<file path="config.mk">
export PLATFORM = sky130hd
export DESIGN_NAME = multiplier2b_flat
export DESIGN_NICKNAME = d
export VERILOG_FILES = /design/src/rtl/arith_pkg.sv /design/src/rtl/multiplier2b_if.sv /design/src/rtl/mult_pp2.sv /design/src/rtl/multiplier2b.sv /design/src/flat_wrapper.sv
export SDC_FILE = /design/constraint.sdc
export NUM_CORES = 1
export LEC_CHECK = 0
export BUFFER_PORTS_ARGS = -buffer_cell sky130_fd_sc_hd__buf_2
export CAP_MARGIN = 5
export CORE_ASPECT_RATIO = 0.8
export CORE_MARGIN = 2
export CORE_UTILIZATION = 40
export CTS_CLUSTER_SIZE = 10
export DETAILED_ROUTE_END_ITERATION = 7
export PLACE_DENSITY = 0.53
export SKIP_LAST_GASP = 1
export SLEW_MARGIN = 15
export SYNTH_ARGS = -nofsm -noshare
export SYNTH_HDL_FRONTEND = slang
export SYNTH_SLANG_ARGS = --single-unit
</file>
<file path="constraint.sdc">
create_clock -name clk_in -period 6.6 [get_ports clk_in]
set_input_delay 0.33 -clock clk_in [delete_from_list [all_inputs] [get_ports clk_in]]
set_output_delay 0.33 -clock clk_in [all_outputs]
set_load 0.02 [all_outputs]
</file>
<file path="src/rtl/arith_pkg.sv">
// Shared arithmetic-block definitions: control-state encoding and counter sizing
// common to the radix-4 multiplier and the 2-bit-per-cycle divider.
package arith_pkg;

  typedef enum logic {
    RESTING     = 1'b0,
    MULTIPLYING = 1'b1
  } state_e;

  // Bits needed to hold an iteration count of width/2 down to 1.
  function automatic int count_width(input int width);
    return $clog2(width / 2 + 1);
  endfunction

endpackage

</file>
<file path="src/rtl/multiplier2b_if.sv">
// Operand/result handshake bundle for multiplier2b (same signalling as the divider).
interface multiplier2b_if #(
  parameter int WIDTH = 32
);
  logic [WIDTH-1:0]   multiplicand_in;
  logic [WIDTH-1:0]   multiplier_in;
  logic               data_valid_in;
  logic [2*WIDTH-1:0] product_out;
  logic               data_valid_out;
  logic               busy_out;

  modport slave (
    input  multiplicand_in, multiplier_in, data_valid_in,
    output product_out, data_valid_out, busy_out
  );

  modport master (
    output multiplicand_in, multiplier_in, data_valid_in,
    input  product_out, data_valid_out, busy_out
  );
endinterface

</file>
<file path="src/rtl/mult_pp2.sv">
// Radix-4 partial-product cell: selects A and 2A from two multiplier bits.
// Kept standalone so a Booth radix-4 cell can replace it later.
module mult_pp2 #(
  parameter int WIDTH = 32
) (
  input  logic [2*WIDTH-1:0] i_a,
  input  logic [1:0]         i_b_bits,
  output logic [2*WIDTH-1:0] o_pp
);
  logic [2*WIDTH-1:0] w_pp_lo;
  logic [2*WIDTH-1:0] w_pp_hi;

  assign w_pp_lo = i_b_bits[0] ? i_a : '0;
  assign w_pp_hi = i_b_bits[1] ? (i_a << 1) : '0;
  assign o_pp    = w_pp_lo + w_pp_hi;
endmodule

</file>
<file path="src/rtl/multiplier2b.sv">
// Iterative unsigned shift-add multiplier retiring two multiplier bits per cycle.
// Define MULTIPLIER2B_EARLY_EXIT_EN to finish as soon as the remaining multiplier bits are zero.
module multiplier2b
  import arith_pkg::*;
#(
  parameter int WIDTH = 32
) (
  input  logic          clk_in,
  input  logic          rst_n_in,
  multiplier2b_if.slave bus
);
  localparam int PW = 2 * WIDTH;
  localparam int CW = count_width(WIDTH);

  if ((WIDTH < 4) || (WIDTH % 2 != 0)) begin : g_width_check
    $error("multiplier2b: WIDTH must be even and >= 4");
  end

  state_e            r_state;
  state_e            w_state_next;
  logic [PW-1:0]     r_a;
  logic [WIDTH-1:0]  r_b;
  logic [PW-1:0]     r_acc;
  logic [CW-1:0]     r_count;
  logic [PW-1:0]     r_product;
  logic              r_valid;
  logic              r_busy;

  logic [PW-1:0]     w_pp;
  logic [PW-1:0]     w_acc_next;
  logic [WIDTH-1:0]  w_b_shift;
  logic              w_accept;
  logic              w_done;

  mult_pp2 #(.WIDTH(WIDTH)) u_pp2 (
    .i_a      (r_a),
    .i_b_bits (r_b[1:0]),
    .o_pp     (w_pp)
  );

  // A is zero-extended to PW, so the sum cannot overflow the accumulator.
  assign w_acc_next = r_acc + w_pp;
  assign w_b_shift  = r_b >> 2;

  // NOTE: every combinational output gets a default first so no path leaves it unassigned (no latch).
  always_comb begin
    w_state_next = r_state;
    w_accept     = 1'b0;
    w_done       = 1'b0;
    unique case (r_state)
      RESTING: begin
        if (bus.data_valid_in) begin
          w_accept     = 1'b1;
          w_state_next = MULTIPLYING;
        end
      end
      MULTIPLYING: begin
`ifdef MULTIPLIER2B_EARLY_EXIT_EN
        w_done = (r_count == CW'(1)) || (w_b_shift == '0);
`else
        w_done = (r_count == CW'(1));
`endif
        if (w_done) begin
          w_state_next = RESTING;
        end
      end
    endcase
  end

  // NOTE: state uses non-blocking assignments so every register samples pre-edge values.
  always_ff @(posedge clk_in or negedge rst_n_in) begin
    if (!rst_n_in) begin
      r_state   <= RESTING;
      r_a       <= '0;
      r_b       <= '0;
      r_acc     <= '0;
      r_count   <= '0;
      r_product <= '0;
      r_valid   <= 1'b0;
      r_busy    <= 1'b0;
    end else begin
      r_state <= w_state_next;
      r_valid <= w_done;
      if (w_accept) begin
        r_a     <= {{WIDTH{1'b0}}, bus.multiplicand_in};
        r_b     <= bus.multiplier_in;
        r_acc   <= '0;
        r_count <= CW'(WIDTH / 2);
        r_busy  <= 1'b1;
      end else if (r_state == MULTIPLYING) begin
        r_a     <= r_a << 2;
        r_b     <= w_b_shift;
        r_acc   <= w_acc_next;
        r_count <= r_count - CW'(1);
        // The result register only moves at completion; partial sums stay internal.
        if (w_done) begin
          r_product <= w_acc_next;
          r_busy    <= 1'b0;
        end
      end
    end
  end

  assign bus.product_out    = r_product;
  assign bus.data_valid_out = r_valid;
  assign bus.busy_out       = r_busy;
endmodule

</file>
<file path="src/flat_wrapper.sv">
// flat-port wrapper written by rule: the top's interface ports become plain ports
module multiplier2b_flat import arith_pkg::*;
#(
  parameter int WIDTH = 32
)
  (clk_in, rst_n_in, bus_multiplicand_in, bus_multiplier_in, bus_data_valid_in, bus_product_out, bus_data_valid_out, bus_busy_out);
  multiplier2b_if #(.WIDTH(WIDTH)) bus_i ();
  input  logic clk_in;
  input  logic rst_n_in;
  input wire logic [$bits(bus_i.multiplicand_in)-1:0] bus_multiplicand_in;
  input wire logic [$bits(bus_i.multiplier_in)-1:0] bus_multiplier_in;
  input wire logic [$bits(bus_i.data_valid_in)-1:0] bus_data_valid_in;
  output wire logic [$bits(bus_i.product_out)-1:0] bus_product_out;
  output wire logic [$bits(bus_i.data_valid_out)-1:0] bus_data_valid_out;
  output wire logic [$bits(bus_i.busy_out)-1:0] bus_busy_out;
  assign bus_i.multiplicand_in = bus_multiplicand_in;
  assign bus_i.multiplier_in = bus_multiplier_in;
  assign bus_i.data_valid_in = bus_data_valid_in;
  assign bus_product_out = bus_i.product_out;
  assign bus_data_valid_out = bus_i.data_valid_out;
  assign bus_busy_out = bus_i.busy_out;
  multiplier2b #(.WIDTH(WIDTH)) u_core (.clk_in(clk_in), .rst_n_in(rst_n_in), .bus(bus_i));
endmodule
</file>
# Word-level counts from Yosys, hierarchy flattened
# Cells that the tools add are included.
# word_totals
ff_bits	232
out_inout_bits	66
wordCells	36
# classes
add_sub_neg	3
eq_ne	1
mux	18
n_bitwise	2
reduce_logical	4
# ops
operator	count
$mux W64	6
$add A64 B64 Y64	2
$mux W32	2
$mux W5	2
$mux W1	7
$eq A5 B1 Y1 const B	1
$sub A5 B1 Y5 const B	1
$reduce_bool A2 Y1	2
$reduce_and A3 Y1	1
$not A1 Y1	2
$pmux W1 S2	1
$reduce_and A2 Y1	1

# Logic depth before layout (Yosys ltp)
# depth
depth_word	5
ltp_mapped	16
ltp_nobuf	13

# By module
# Synthesis repeated with hierarchy kept, for this count alone.
# unflattened
hier_cells	2031
area_unflattened_um2	17530.6
# modules_own_cells
module	instances	cells_per_inst	area_per_inst_um2	seq_area_each_um2
multiplier2b	1	1329	12858.6	5805.6
mult_pp2	1	702	4672.0	0.0

# Least setup slack after synthesis
# OpenSTA, ideal clock, no wires.
# synth_timing
path_kind	flip-flop to flip-flop
from	reg u_core.r_b[0]
to	reg u_core.r_product[61] (netlist: u_core.bus.product_out[61])
setup_ns	0.125
t_arrival_ns	3.602
t_required_ns	6.475
setup_slack_ns	2.873
path_stages_with_launch	16
path_buffers	2
period_less_slack_ns	3.727
path_cell_list	dfrtp_1 > clkbuf_1 > clkbuf_1 > nand2_1 > fa_1 > inv_1 > fa_1 > a21o_1 > a31o_2 > a21oi_1 > o22a_2 > a21oi_4 > a31o_4 > a21o_1 > xor2_1 > mux2_2
# synth_via
elab_chain_cells	3
# synth_rtl
element	line	rtl
start: declaration	multiplier2b.sv:22	logic [WIDTH-1:0] r_b;
start signal: assignment	multiplier2b.sv:86	r_b <= bus.multiplier_in;
start signal: assignment	multiplier2b.sv:92	r_b <= w_b_shift;
$mux W64	mult_pp2.sv:13	assign w_pp_lo = i_b_bits[0] ? i_a : '0;
$add A64 B64 Y64	mult_pp2.sv:15	assign o_pp = w_pp_lo + w_pp_hi;
$add A64 B64 Y64	multiplier2b.sv:42	assign w_acc_next = r_acc + w_pp;
end signal: assignment	multiplier2b.sv:97	r_product <= w_acc_next;
end: declaration	multiplier2b.sv:25	logic [PW-1:0] r_product;
# Every way passes these cells.
# A chain may end at the register's enable or synchronous reset.

# Worst setup path in the final report
# layout_timing
from	reg u_core.r_b[0]
to	reg u_core.r_product[47] (netlist: u_core.bus.product_out[47])
# The elaborated chain is that of the path after synthesis.

==> run_results.csv <==
group,metric,value,unit
global_routing,grt_pass1_wl,70340,microns
cells_and_area,nNetsFinal,2095,
global_routing,overflow,0,
worst_setup_path,regToRegSetupSlack,1710,ps
routing,drt-total-wl,43160,microns
cells_and_area,multi_input_area,8772,sq um
routing,ant_nets,0,
worst_setup_path,startpoint_type,"register",
worst_setup_path,worstSetupPathType,"reg2reg",
clock_network,htreeDepth,1,
synthesis,ys_seq_elements,232,
hold_path,holdPathStages,3,
synthesis,syn_nets,2032,
hold_path,hold_class,"in2reg",
outcome,status,"finished, final reports clean",
sta,finalCritPeriodShare,74.15,%
synthesis,yosys_warnings,0,
cells_and_area,diodes,0,
placed_design,dp_slack,1828,ps
synthesis,netlist_top_cells_area,"dfrtp_1 37%, nand2_1 11%, fa_1 8.0%",
sta,period_needed,4894,ps
placed_design,placedCellCount,2403,
cells_and_area,area_growth,11.15,%
worst_setup_path,slowest_stage,"dfrtp_2",
worst_setup_path,crit_chain,"buf_4, nand2_1, fa_1, inv_1, ha_1, a21oi_1, o211ai_1, a21boi_0, o21ai_0, a21oi_4, nor3_2, nor2_1, xnor2_1, mux2_2",
clock_network,post_cts_resized,0,
sta,slew_headroom,20.62,%
global_routing,grt_pass1_vias,12440,
pwr,power_frac_seq,31.0,%
hold_path,worstHoldStart,"bus_multiplicand_in[0]",
sta,rsz0062_at_grt,"false",
cells_and_area,final_common_cell,"nand2_1",
sta,setup_tns,0,ps
pwr,power.switching,0.003948,W
clock_network,worstSkewPairLatency,570,ps
floorplanning,fp-row-count,65,
sta,tightestPinTransition,1191,ps
worst_setup_path,path_delay_family,"compound AO/OA/AOI/OAI gates",
cells_and_area,drive_gt1_share,11.56,%
pwr,peakVddDrop,0.0002667,V
worst_setup_path,crit_fanout,31,
synthesis,synth_edf_count,0,
worst_setup_path,slowest_delay,850,ps
clock_network,cts_tree,"done",
clock_network,path_clk_slew,70,ps
clock_network,clk_path_buf_depth,3,
pwr,p_leak,8.875,nW
hold_path,min_to,"u_core.r_a[0]",
floorplanning,initial_core_util,40.28,%
synthesis,synth_top_area_cell,"dfrtp_1",
pwr,pwr-share-clk,17.0,%
worst_setup_path,end_kind,"register",
routing,drt_iter0_drc,895,
floorplanning,die_h,181.7,microns
clock_network,clock-sinks,232,
routing,routedWlPerCell,17.64,microns
cells_and_area,final_cell_mix,"443 x nand2_1, 229 x dfrtp_1, 188 x inv_1",
placed_design,hpwl,30780,microns
global_routing,grt_max_degree,243,
synthesis,syn_avg_cell_area,8.596,sq um
synthesis,ys_async_sr_fraction,100.0,%
pwr,power_density,474.6,nW/um^2
pwr,power_frac_comb,52.0,%
cells_and_area,num-fill-cells,3965,
sta,setup_ws,1706,ps
synthesis,syn_area,15790,sq um
routing,first_pass_iters,5,
clock_network,clockRootBuffer,"clkbuf_16",
floorplanning,core_area,39200,sq um
sta,hold_slack,30.41,ps
worst_setup_path,ff2ff_path_depth,14,
synthesis,synth_cell_types,74,
global_routing,antenna_found_initial,0,
placed_design,portBuffers,132,
floorplanning,dieArea,41090,sq um
floorplanning,ios,133,
cells_and_area,regArea,5812,sq um
pwr,swShare,47.40,%
worst_setup_path,cp.buffers_inverters,2,
global_routing,grt_util_all_layers,21.42,%
synthesis,synthCells,1837,
synthesis,synth_top_area_share,36.77,%
synthesis,synth-seq-area-share,36.77,%
routing,vias,12630,
sta,slew_viol_final,0,
sta,clock.fmax,0.2043,GHz
placed_design,gp_congestion,0.9030,
routing,drc,0,
sta,fin_skew,19.44,ps
sta,finalHoldViolCount,0,
worst_setup_path,critical_path_depth,14,
clock_network,cts_buffers,28,
job,drv_cap,0,
floorplanning,die_w,226.1,microns
worst_setup_path,worstReg2RegStart,"u_core.r_b[0]",
pwr,internal_power,0.004382,W
sta,setup_viol_count_final,0,
cells_and_area,instances_no_fill,2447,
worst_setup_path,worstPathArrival,5330,ps
worst_setup_path,worstPathRequired,7040,ps
routing,vias_per_cell,5.163,
synthesis,synth_ff_type,"dfrtp_1",
worst_setup_path,timing.rr.end,"u_core.bus.product_out[47]",
power groups by stage:
| stage | combinational, W | clock [W] | sequential [W] |
|---|---|---|---|
| final | 0.00433 | 0.00141 | 0.00258 |
| after global routing | 0.00489 | 0.00152 | 0.00267 |
| after CTS | 0.00435 | 0.00146 | 0.00259 |
| after detailed placement | 0.00433 | 0 | 0.00260 |
| after global placement | 0.00429 | 0 | 0.00260 |
| after floorplan | 0.00312 | 0 | 0.00259 |
how the worst max path moves through the flow:
stage / start / to
finish: u_core.r_b[0] / u_core.bus.product_out[47]
global route: u_core.r_b[0] / u_core.bus.product_out[47]
global placement: u_core.r_b[0] / u_core.bus.product_out[47]
floorplan: u_core.r_b[0] / u_core.bus.product_out[61]
detailed placement: u_core.r_b[0] / u_core.bus.product_out[47]
CTS: u_core.r_b[0] / u_core.bus.product_out[47]
routing by layer:
| metal | vias up | GRT usage (%) | share of wire (%) |
|---|---|---|---|
| met1 | 6123 | 33.85 | 52 |
| met2 | 249 | 30.68 | 41 |
| met4 | 0 | 4.289 | 2.0 |
| met5 | - | 0 | 0 |
| li1 | 6214 | - | - |
| met3 | 47 | 3.317 | 4.7 |
cell families (layout without fill, tap and decap cells):
| group | count (synthesis) | in the layout | synth area share [%] |
|---|---|---|---|
| AO/OA/AOI/OAI | 402 | 402 | 16.28 |
| AND/OR/NAND/NOR | 630 | 630 | 17.20 |
| XOR/XNOR | 63 | 63 | 3.494 |
| flip-flops | 232 | 232 | 36.77 |
| buffers and inverters | 299 | 373 | 7.726 |
| multiplexers | 83 | 83 | 5.396 |
| adder cells (fa/ha/maj) | 128 | 128 | 13.14 |
cells in the mapped netlist, drive strengths merged (4+ instances only):
master and count:
nand2 443, dfrtp 232, inv 189, o21ai 152
a21oi 95, clkbuf 81, mux2i 66, ha 65
fa 63, nor2 49, o31ai 41, xnor2 40
nand2b 36, a21o 33, buf 27, xor2 23
nand4 21, nor3 21, a22o 19, and2 17
mux2 17, nand3 16, o21bai 14, or3 8
a221oi 7, nor4 6, o21a 6, a211oi 5
a31oi 4, a41oi 4, o211ai 4
stage by stage:
stage	instance area (sq um)	util, %	power (W)
final	17550	44.77	0.008330
after global routing	17550	44.77	0.009071
after CTS	17550	44.77	0.008400
after detailed placement	16730	42.67	0.006923
after global placement	16730	42.67	0.006890
after floorplan	15790	-	0.005712
area by class of cell:
type                    instances  area share (%)
clock inverters                 3         0.08555
flip-flops and latches        232           33.11
multi-input cells            1306           49.98
repair buffers                143           4.513
well taps                     536           3.821
inverters                     189           4.042
clock buffers                  38           4.441
repair_timing:
action,in CTS,in global routing
hold buffers,3,0
buffers inserted,0,0
hold endpoints to repair,103,0
sequential cells by signal, summed over array words and instances (netlist names):
name and cells:
u_core.r_count 5, u_core.bus.data_valid_out 1, u_core.r_a 64, u_core.bus.product_out 64
u_core.r_state 1, u_core.r_acc 64, u_core.bus.busy_out 1, u_core.r_b 32
worst register-to-register path, cell delays in order, from the launching register on:
cell and delay [ps]:
dfrtp_2 850, buf_4 440, nand2_1 150, fa_1 400, inv_1 60, ha_1 290
a21oi_1 320, o211ai_1 170, a21boi_0 640, o21ai_0 280, a21oi_4 250, nor3_2 90
nor2_1 350, xnor2_1 180, mux2_2 300
Note: power is estimated with default switching activity, not from simulation.
